===== config.mk =====
export PLATFORM = sky130hd
export DESIGN_NAME = unified_mem_arbiter_flat
export DESIGN_NICKNAME = d
export VERILOG_FILES = /design/src/rtl/unified_mem_arbiter_if.sv /design/src/rtl/unified_mem_arbiter.sv /design/src/flat_wrapper.sv
export SDC_FILE = /design/constraint.sdc
export NUM_CORES = 1
export LEC_CHECK = 0
export CAP_MARGIN = 15
export CORE_ASPECT_RATIO = 0.8
export CORE_MARGIN = 8
export CORE_UTILIZATION = 39
export CTS_BUF_LIST = sky130_fd_sc_hd__clkbuf_4
export CTS_CLUSTER_SIZE = 8
export DETAILED_ROUTE_END_ITERATION = 7
export MAX_ROUTING_LAYER = met4
export PLACE_DENSITY = 0.86
export RECOVER_POWER = 25
export SYNTH_ARGS = -nofsm -noshare
export SYNTH_HDL_FRONTEND = slang
export SYNTH_SLANG_ARGS = --single-unit

===== constraint.sdc =====
create_clock -name clk -period 2.5 [get_ports clk]
set_input_delay 0.375 -clock clk [delete_from_list [all_inputs] [get_ports clk]]
set_output_delay 0.375 -clock clk [all_outputs]
set_load 0.1 [all_outputs]

===== src/rtl/unified_mem_arbiter_if.sv =====
// -----------------------------------------------------------------------------
// unified_mem_arbiter_if
//   Bundles the fetch port, the data port and the memory-macro bus of the
//   unified memory arbiter.
//
//   Modports:
//     master : arbiter view. It takes the requests and mem_rdata, and drives
//              the ready pulses, the read data and the memory strobe/bus.
//     slave  : environment view (core ports plus memory macro).
//
//   Signals:
//     i_req, i_addr[31:0]                  fetch request, held until i_ready
//     i_rdata[31:0], i_ready               fetch data and completion pulse
//     d_req, d_we[3:0], d_addr, d_wdata    data request, held until d_ready
//     d_rdata[31:0], d_ready               load data and completion pulse
//     mem_en, mem_we[3:0], mem_addr,
//     mem_wdata                            one-cycle access to the memory
//     mem_rdata[31:0]                      memory read data (fixed latency)
// -----------------------------------------------------------------------------
interface unified_mem_arbiter_if;
    logic        i_req;
    logic [31:0] i_addr;
    logic [31:0] i_rdata;
    logic        i_ready;

    logic        d_req;
    logic [3:0]  d_we;
    logic [31:0] d_addr;
    logic [31:0] d_wdata;
    logic [31:0] d_rdata;
    logic        d_ready;

    logic        mem_en;
    logic [3:0]  mem_we;
    logic [31:0] mem_addr;
    logic [31:0] mem_wdata;
    logic [31:0] mem_rdata;

    modport master (
        input  i_req, i_addr, d_req, d_we, d_addr, d_wdata, mem_rdata,
        output i_rdata, i_ready, d_rdata, d_ready,
               mem_en, mem_we, mem_addr, mem_wdata
    );

    modport slave (
        output i_req, i_addr, d_req, d_we, d_addr, d_wdata, mem_rdata,
        input  i_rdata, i_ready, d_rdata, d_ready,
               mem_en, mem_we, mem_addr, mem_wdata
    );
endinterface


===== src/rtl/unified_mem_arbiter.sv =====
// -----------------------------------------------------------------------------
// unified_mem_arbiter
//   Shares one single-port memory between the instruction-fetch port and the
//   data port of the core. Requests are sampled only in IDLE, data has
//   priority, and a streak counter forces a fetch grant after MAX_D_STREAK
//   consecutive data grants taken while a fetch was waiting. Each access
//   produces one registered ready pulse to its owner.
//
//   Parameters:
//     RD_LAT       cycles from the mem_en cycle to valid mem_rdata (>= 1)
//     MAX_D_STREAK data grants allowed in a row while i_req pends (>= 1)
//
//   Ports:
//     clk    rising-edge clock
//     reset  asynchronous reset, active low
//     bus    fetch/data/memory signals (unified_mem_arbiter_if.master)
//     busy   high whenever the FSM is outside IDLE
// -----------------------------------------------------------------------------
module unified_mem_arbiter #(
    parameter int RD_LAT       = 2,
    parameter int MAX_D_STREAK = 4
) (
    input  logic                          clk,
    input  logic                          reset,
    unified_mem_arbiter_if.master         bus,
    output logic                          busy
);

    typedef enum logic [1:0] {IDLE, ACCESS, WAIT, DONE} state_t;
    typedef enum logic {OWN_I, OWN_D} owner_t;

    localparam int LW = (RD_LAT > 1) ? $clog2(RD_LAT) : 1;
    localparam int SW = $clog2(MAX_D_STREAK + 1);
    localparam logic [LW-1:0] LAT_INIT   = LW'(RD_LAT - 1);
    localparam logic [SW-1:0] STREAK_MAX = SW'(MAX_D_STREAK);

    state_t        state, state_d;
    owner_t        owner, owner_d;
    logic [LW-1:0] lat_cnt, lat_cnt_d;
    logic [SW-1:0] streak, streak_d;

    logic          mem_en_d;
    logic [3:0]    mem_we_d;
    logic [31:0]   mem_addr_d;
    logic [31:0]   mem_wdata_d;
    logic          i_ready_d, d_ready_d;
    logic          grant_d, grant_i;
    logic          enter_done;

    always_comb begin
        state_d     = state;
        owner_d     = owner;
        lat_cnt_d   = lat_cnt;
        streak_d    = streak;
        mem_en_d    = 1'b0;
        mem_we_d    = '0;
        mem_addr_d  = bus.mem_addr;
        mem_wdata_d = bus.mem_wdata;
        grant_d     = 1'b0;
        grant_i     = 1'b0;
        enter_done  = 1'b0;

        case (state)
            IDLE: begin
                // Data wins unless a fetch has waited through a full streak.
                grant_d = bus.d_req & ~(bus.i_req & (streak == STREAK_MAX));
                grant_i = bus.i_req & ~grant_d;
                if (grant_d) begin
                    state_d     = ACCESS;
                    owner_d     = OWN_D;
                    mem_en_d    = 1'b1;
                    mem_we_d    = bus.d_we;
                    mem_addr_d  = bus.d_addr;
                    mem_wdata_d = bus.d_wdata;
                    if (bus.i_req) begin
                        streak_d = (streak == STREAK_MAX) ? streak : streak + SW'(1);
                    end else begin
                        streak_d = '0;
                    end
                end else if (grant_i) begin
                    state_d     = ACCESS;
                    owner_d     = OWN_I;
                    mem_en_d    = 1'b1;
                    mem_we_d    = '0;
                    mem_addr_d  = bus.i_addr;
                    mem_wdata_d = '0;
                    streak_d    = '0;
                end
            end
            ACCESS: begin
                if (bus.mem_we != '0 || RD_LAT == 1) begin
                    state_d    = DONE;
                    enter_done = 1'b1;
                end else begin
                    state_d   = WAIT;
                    lat_cnt_d = LAT_INIT;
                end
            end
            WAIT: begin
                lat_cnt_d = lat_cnt - LW'(1);
                if (lat_cnt == LW'(1)) begin
                    state_d    = DONE;
                    enter_done = 1'b1;
                end
            end
            DONE: begin
                state_d = IDLE;
            end
            default: begin
                state_d = IDLE;
            end
        endcase

        // Ready is registered so it is high exactly for the DONE cycle.
        i_ready_d = enter_done & (owner == OWN_I);
        d_ready_d = enter_done & (owner == OWN_D);
    end

    always_ff @(posedge clk or negedge reset) begin
        if (!reset) begin
            state         <= IDLE;
            owner         <= OWN_I;
            lat_cnt       <= '0;
            streak        <= '0;
            bus.mem_en    <= 1'b0;
            bus.mem_we    <= '0;
            bus.mem_addr  <= '0;
            bus.mem_wdata <= '0;
            bus.i_ready   <= 1'b0;
            bus.d_ready   <= 1'b0;
        end else begin
            state         <= state_d;
            owner         <= owner_d;
            lat_cnt       <= lat_cnt_d;
            streak        <= streak_d;
            bus.mem_en    <= mem_en_d;
            bus.mem_we    <= mem_we_d;
            bus.mem_addr  <= mem_addr_d;
            bus.mem_wdata <= mem_wdata_d;
            bus.i_ready   <= i_ready_d;
            bus.d_ready   <= d_ready_d;
        end
    end

    assign bus.i_rdata = bus.mem_rdata;
    assign bus.d_rdata = bus.mem_rdata;
    assign busy        = (state != IDLE);

endmodule


===== src/flat_wrapper.sv =====
// flat-port wrapper written by rule: the top's interface ports become plain ports
module unified_mem_arbiter_flat 
#(
    parameter int RD_LAT       = 2,
    parameter int MAX_D_STREAK = 4
)
  (clk, reset, busy, bus_i_req, bus_i_addr, bus_d_req, bus_d_we, bus_d_addr, bus_d_wdata, bus_mem_rdata, bus_i_rdata, bus_i_ready, bus_d_rdata, bus_d_ready, bus_mem_en, bus_mem_we, bus_mem_addr, bus_mem_wdata);
  unified_mem_arbiter_if bus_i ();
  input  logic clk;
  input  logic reset;
  output logic busy;
  input wire logic [$bits(bus_i.i_req)-1:0] bus_i_req;
  input wire logic [$bits(bus_i.i_addr)-1:0] bus_i_addr;
  input wire logic [$bits(bus_i.d_req)-1:0] bus_d_req;
  input wire logic [$bits(bus_i.d_we)-1:0] bus_d_we;
  input wire logic [$bits(bus_i.d_addr)-1:0] bus_d_addr;
  input wire logic [$bits(bus_i.d_wdata)-1:0] bus_d_wdata;
  input wire logic [$bits(bus_i.mem_rdata)-1:0] bus_mem_rdata;
  output wire logic [$bits(bus_i.i_rdata)-1:0] bus_i_rdata;
  output wire logic [$bits(bus_i.i_ready)-1:0] bus_i_ready;
  output wire logic [$bits(bus_i.d_rdata)-1:0] bus_d_rdata;
  output wire logic [$bits(bus_i.d_ready)-1:0] bus_d_ready;
  output wire logic [$bits(bus_i.mem_en)-1:0] bus_mem_en;
  output wire logic [$bits(bus_i.mem_we)-1:0] bus_mem_we;
  output wire logic [$bits(bus_i.mem_addr)-1:0] bus_mem_addr;
  output wire logic [$bits(bus_i.mem_wdata)-1:0] bus_mem_wdata;
  assign bus_i.i_req = bus_i_req;
  assign bus_i.i_addr = bus_i_addr;
  assign bus_i.d_req = bus_d_req;
  assign bus_i.d_we = bus_d_we;
  assign bus_i.d_addr = bus_d_addr;
  assign bus_i.d_wdata = bus_d_wdata;
  assign bus_i.mem_rdata = bus_mem_rdata;
  assign bus_i_rdata = bus_i.i_rdata;
  assign bus_i_ready = bus_i.i_ready;
  assign bus_d_rdata = bus_i.d_rdata;
  assign bus_d_ready = bus_i.d_ready;
  assign bus_mem_en = bus_i.mem_en;
  assign bus_mem_we = bus_i.mem_we;
  assign bus_mem_addr = bus_i.mem_addr;
  assign bus_mem_wdata = bus_i.mem_wdata;
  unified_mem_arbiter #(.RD_LAT(RD_LAT), .MAX_D_STREAK(MAX_D_STREAK)) u_core (.clk(clk), .reset(reset), .bus(bus_i), .busy(busy));
endmodule

==> flow_metrics.py, run 1 <==
metrics = {
    "global_routing": {
        "grt_max_degree": 79,
        "track_usage_pct": 17.1,
        "gr-total-overflow": 0,
        "grt_pass1_wl_um": 17700,
        "groute.layer.met3.usage_pct": 7.01,
        "antenna_found_initial": 0,
        "grtUsageMet2_pct": 25.7,
        "busiest_layer": "met2",
        "grt_pass1_vias": 3215,
        "gr-usage-met1_pct": 20.1,
    },
    "logic_synthesis": {
        "synth-main-ff-cell": "dfrtp_1",
        "ys_seq_area_share_pct": 50.7,
        "ys_seq_elements": 78,
        "syn_inst": 373,
        "ys_async_sr_fraction_pct": 100,
        "synth_top_cell_area_share_pct": 50.7,
        "syn_area_sq_um": 3850,
        "ys_warn_count": 0,
        "synth.largest_area_cell": "dfrtp_1",
        "synth-edff-count": 0,
        "synth.area.top_cells": "dfrtp_1, buf_4, a22o_1",
        "synth_nets": 515,
        "syn_area_per_cell_sq_um": 10.3,
        "yosysUniqueCellTypes": 26,
    },
    "cts": {
        "post_cts_buffers": 0,
        "cts-resized-gates": 0,
        "cts.clk_slew.worst_paths_ps": 140,
        "clk_latency_ps": 430,
        "ctsRootBufferMaster": "clkbuf_4",
        "clock_sinks": 78,
        "htree_levels": 3,
        "cts_tree": "yes",
        "cts_made_buffers": 9,
        "cts.path.max_buffers": 2,
        "hold_buffers": 0,
    },
    "run": {
        "drv_cap": 1,
    },
    "detailed_routing": {
        "drtIter0Drc": 167,
        "ant_nets": 0,
        "wirelength_um": 11500,
        "dr.pass1.iters": 4,
        "num_vias": 3131,
        "viasPerCell": 5.24,
        "wl_per_cell_um": 19.2,
        "drc": 0,
    },
    "timing": {
        "period_share_pct": 87.9,
        "fmax_ghz": 0.455,
        "rsz0062_at_grt": "no",
        "tns_ps": 0,
        "finalHoldViolCount": 0,
        "clock_skew_ps": 11.0,
        "setup_viol": 0,
        "max_slew.worst_pin.slew_ps": 1920,
        "max-slew-margin-rel_pct": -27.8,
        "min_period_ps": 2200,
        "slew_viol_final": 79,
        "whs_ps": 455,
    },
    "setup_path": {
        "cp.arrival_ps": 1820,
        "critical_path_required_ps": 2120,
        "worstSetupEndpointType": "output port",
        "path_class": "flop to output port",
        "crit_fanout": 35,
        "critical_path.startpoint_type": "flop",
    },
    "run_status": {
        "violations": "capacitance limit, slew limit",
        "status": "finished, violations left",
    },
    "placed_design": {
        "io_buffers": 175,
        "postPlaceCellArea_sq_um": 5000,
        "dpl.hpwl_um": 8530,
        "gp_congestion": 0.796,
    },
    "layout": {
        "final_nets": 615,
        "antenna_cells": 0,
        "nFillCells": 840,
        "layout-area-overhead-vs-synth_pct": 34.4,
        "final_area_sq_um": 5170,
        "final_cell_mix": "clkdlybuf4s50_1, dfrtp_1, buf_4, nand2_1, nand4_1",
        "drive_gt1_share_pct": 21.1,
        "final_common_cell": "clkdlybuf4s50_1",
    },
    "floorplanning": {
        "die_y_um": 105,
        "ios": 272,
        "dieArea_sq_um": 13300,
        "initial_core_util_pct": 40.0,
        "fp.dieW_um": 127,
        "core_sq_um": 9610,
        "fp-row-count": 32,
    },
    "min_path": {
        "min_path_type": "input pin to async pin",
    },
}
-- sequential cells by signal (all words and copies together), names as in the netlist, 2 cells and up --
| signal | cells |
|---|---|
| u_core.bus.mem_we | 4 |
| u_core.bus.mem_addr | 32 |
| u_core.bus.mem_wdata | 32 |
| u_core.state | 2 |
| u_core.streak | 3 |
-- cell usage after synthesis, types with 2 or more instances --
cell type,instances
mux2i_1,2
and3_1,2
buf_4,64
ha_1,6
inv_2,2
buf_6,4
buf_2,10
and2_1,5
inv_1,7
clkbuf_1,15
nand4_1,33
o21ai_1,2
a22o_1,32
dfrtp_1,78
o211ai_1,32
nand2_1,69
-- critical path: stages, from the launching register on --
cell,delay [ps]
dfrtp_1,400
inv_1,120
ha_1,190
buf_4,380
inv_2,100
buf_12,180
-- cell type report --
type                            instances  area, sq um  area share, %
Clock buffer                           10         75.1           1.45
Clock inverter                          6         70.1           1.36
Inverter                                9         33.8          0.654
Multi-Input combinational cell        193         1240           23.9
Sequential cell                        78         1950           37.8
Tap cell                              119          149           2.88
Timing Repair Buffer                  182         1650           32.0
-- cell families after synthesis --
family / count (synthesis) / share of synthesized area [%]
multiplexers: 3 / 0.813
flip-flops: 78 / 50.7
AND/OR/NAND/NOR: 111 / 13.7
adder cells (fa/ha/maj): 6 / 1.95
AO/OA/AOI/OAI: 72 / 15.3
XOR/XNOR: 1 / 0.228
buffers and inverters: 102 / 17.3
-- worst paths after layout --
| path | to | slack [ps] | startpoint | depth (start not counted) |
|---|---|---|---|---|
| setup / recovery | busy | 300 | u_core.state[0]$_DFFE_PN0P_ | 5 |
| hold / removal | u_core.bus.mem_wdata[11]$_DFFE_PN0P_ | 460 | reset | 1 |
| setup reg to reg | u_core.bus.mem_addr[6]$_DFFE_PN0P_ | 440 | u_core.state[0]$_DFFE_PN0P_ | 7 |
| hold reg to reg | u_core.bus.i_ready$_DFF_PN0_ | 480 | u_core.owner$_DFFE_PN0P_ | 1 |
| max in group asynchronous | u_core.lat_cnt$_DFFE_PN0P_ | 910 | reset | 1 |
| min in group clk | u_core.bus.mem_we[2]$_DFF_PN0_ | 480 | bus_d_we[2] | 2 |
-- stage by stage --
step | utilization (%) | setup WS, ps | std cells
detailed placement | 52.0 | 64.0 | 580
floorplan | - | 701 | 373
CTS | 53.5 | 253 | 596
global route | 53.8 | 150 | 597
global placement | 52.0 | 165 | 580
finish | 53.8 | 301 | 597
-- routing by layer --
layer	vias to the layer above	wire length (um)	share of wire (%)
met2	182	5130	45
met5	-	0	0
met3	16	1030	9.0
met1	1483	5110	44
li1	1450	-	-
met4	0	206	1.8
Power of run 1 is not shown: default switching activity piles up to over one toggle a cycle in this logic, so the estimate is an artifact.
==> run 2, diff against run 1 <==
Settings changed: SKIP_LAST_GASP from default to 1.
==> results of run 2 <==
Same layout as run 1: the final DEF is identical, and so are final timing and power.
Power of run 2 is left out for the same reason.
==> run 3, diff against run 2 <==
Settings changed: CORE_MARGIN 8 to 4, PLACE_DENSITY 0.86 to default, PLACE_DENSITY_LB_ADDON from default to 0.05.
==> flow_metrics.py, run 3 (synthesis gave the netlist of run 1 again) <==
metrics = {
    "setup_path": {
        "cp_cell_sequence": "inv_1, ha_1, buf_12, inv_2, buf_12",
        "critical_path.top_delay_family": "buffers and inverters",
        "crit_top_cell": "buf_12",
        "cp_slowest_cell": "dfrtp_1",
        "cp.arrival_ps": 1640,
        "critical_path.startpoint_type": "flop",
        "cp_slowest_stage_delay_ps": 410,
        "worstSetupEndpointType": "output port",
        "critical_path_required_ps": 2120,
        "crit_fanout": 36,
        "cp_num_buf_inv": 4,
        "path_class": "flop to output port",
    },
    "floorplanning": {
        "dieArea_sq_um": 11500,
        "ios": 272,
        "die_y_um": 96.8,
        "core_sq_um": 9650,
        "fp-row-count": 32,
        "initial_core_util_pct": 39.9,
        "fp.dieW_um": 119,
    },
    "min_path": {
        "min_path_type": "flop to flop",
    },
    "global_routing": {
        "grt_pass1_vias": 3123,
        "grt_pass1_wl_um": 17400,
        "gr-total-overflow": 0,
        "track_usage_pct": 19.3,
        "antenna_found_initial": 0,
        "grt_max_degree": 47,
    },
    "cts": {
        "clk_latency_ps": 430,
        "htree_levels": 3,
        "post_cts_buffers": 0,
        "cts.clk_slew.worst_paths_ps": 130,
        "cts_made_buffers": 9,
        "cts.path.max_buffers": 2,
        "ctsRootBufferMaster": "clkbuf_4",
        "cts_tree": "yes",
        "clock_sinks": 78,
    },
    "placed_design": {
        "postPlaceCellArea_sq_um": 5070,
        "io_buffers": 175,
        "dp.cells": 601,
        "dpl.hpwl_um": 7430,
        "gp_congestion": 0.746,
    },
    "detailed_routing": {
        "wl_met3_um": 1030,
        "drc": 0,
        "num_vias": 3167,
        "drtIter0Drc": 215,
        "dr.pass1.iters": 4,
        "ant_nets": 0,
        "viasPerCell": 5.12,
        "routed.top_layer": "met4",
        "wl_met1_um": 4770,
        "wirelength_um": 10700,
        "met2WireLength_um": 4760,
        "wl_per_cell_um": 17.3,
    },
    "timing": {
        "min_period_ps": 2020,
        "clock_skew_ps": 16.2,
        "rsz0062_at_grt": "no",
        "max-slew-margin-rel_pct": 40.7,
        "period_share_pct": 80.7,
        "max_slew.worst_pin.slew_ps": 889,
        "finalHoldViolCount": 0,
        "slew_viol_final": 0,
        "setup_viol": 0,
        "fmax_ghz": 0.496,
        "tns_ps": 0,
    },
    "layout": {
        "final_cell_mix": "clkdlybuf4s50_1, buf_4, dfrtp_1, nand2_1, nand4_1",
        "final_common_cell": "clkdlybuf4s50_1",
        "final_nets": 619,
        "final_util_pct": 54.4,
        "final_area_sq_um": 5250,
        "layout-area-overhead-vs-synth_pct": 36.5,
        "reg.largest.list": "u_core.bus.mem_addr x32, u_core.bus.mem_wdata x32, u_core.bus.mem_we x4",
        "antenna_cells": 0,
        "instances_no_fill": 618,
        "drive_gt1_share_pct": 21.6,
        "nFillCells": 886,
    },
    "run_status": {
        "status": "finished, final reports clean",
    },
    "run": {
        "drv_cap": 0,
    },
}
-- run 3: cell types whose count changed in the layout (fill, tap and decap cells not counted), moves of 2 or more --
cell,previous run,this run
clkinv_4,0,2
buf_4,77,79
buf_12,1,3
clkinvlp_4,3,1
-- run 3: worst register-to-register path: stages, from the launching register on --
cell and delay, ps:
dfrtp_1 410, inv_1 130, ha_1 210, buf_12 210, o21ai_4 100, inv_2 460
nand2_1 130, o211ai_1 200
-- run 3: repair_timing --
action,CTS,global route
resized for setup,0,0
hold buffers,1,0
hold endpoints to repair,34,0
-- run 3: through the flow --
step / worst slack (ps) / hold slack (ps)
after floorplan: 701 / 79.4
after global routing: 346 / 470
after CTS: 439 / 405
after detailed placement: 354 / 358
after global placement: 375 / 357
final: 482 / 468
-- run 3: cell type report --
type                       count  area [sq um]  area share [%]
multi-input combinational    193          1240            23.5
sequential                    78          1950            37.2
clock buffer                  10          75.1            1.43
clock inverter                 6          93.8            1.79
timing repair buffer         186          1690            32.2
inverter                       9          33.8           0.643
tap                          136           170            3.24
-- run 3: final timing paths --
kind | startpoint | end | slack (ps) | cells after the start
max reg2reg | u_core.state[0]$_DFFE_PN0P_ | u_core.bus.mem_addr[14]$_DFFE_PN0P_ | 560 | 7
min | u_core.owner$_DFFE_PN0P_ | u_core.bus.i_ready$_DFF_PN0_ | 470 | 1
max in group asynchronous | reset | u_core.bus.mem_addr[23]$_DFFE_PN0P_ | 1140 | 3
min in group asynchronous | reset | u_core.bus.mem_wdata[20]$_DFFE_PN0P_ | 600 | 2
min reg2reg | u_core.owner$_DFFE_PN0P_ | u_core.bus.i_ready$_DFF_PN0_ | 470 | 1
max | u_core.state[0]$_DFFE_PN0P_ | busy | 480 | 5
-- run 3: per-layer routing --
metal,vias up,global-route usage [%]
li1,1455,-
met1,1516,26.2
met2,182,27.3
met3,14,7.19
met4,0,4.90
met5,-,-
Power of run 3 is left out for the same reason.
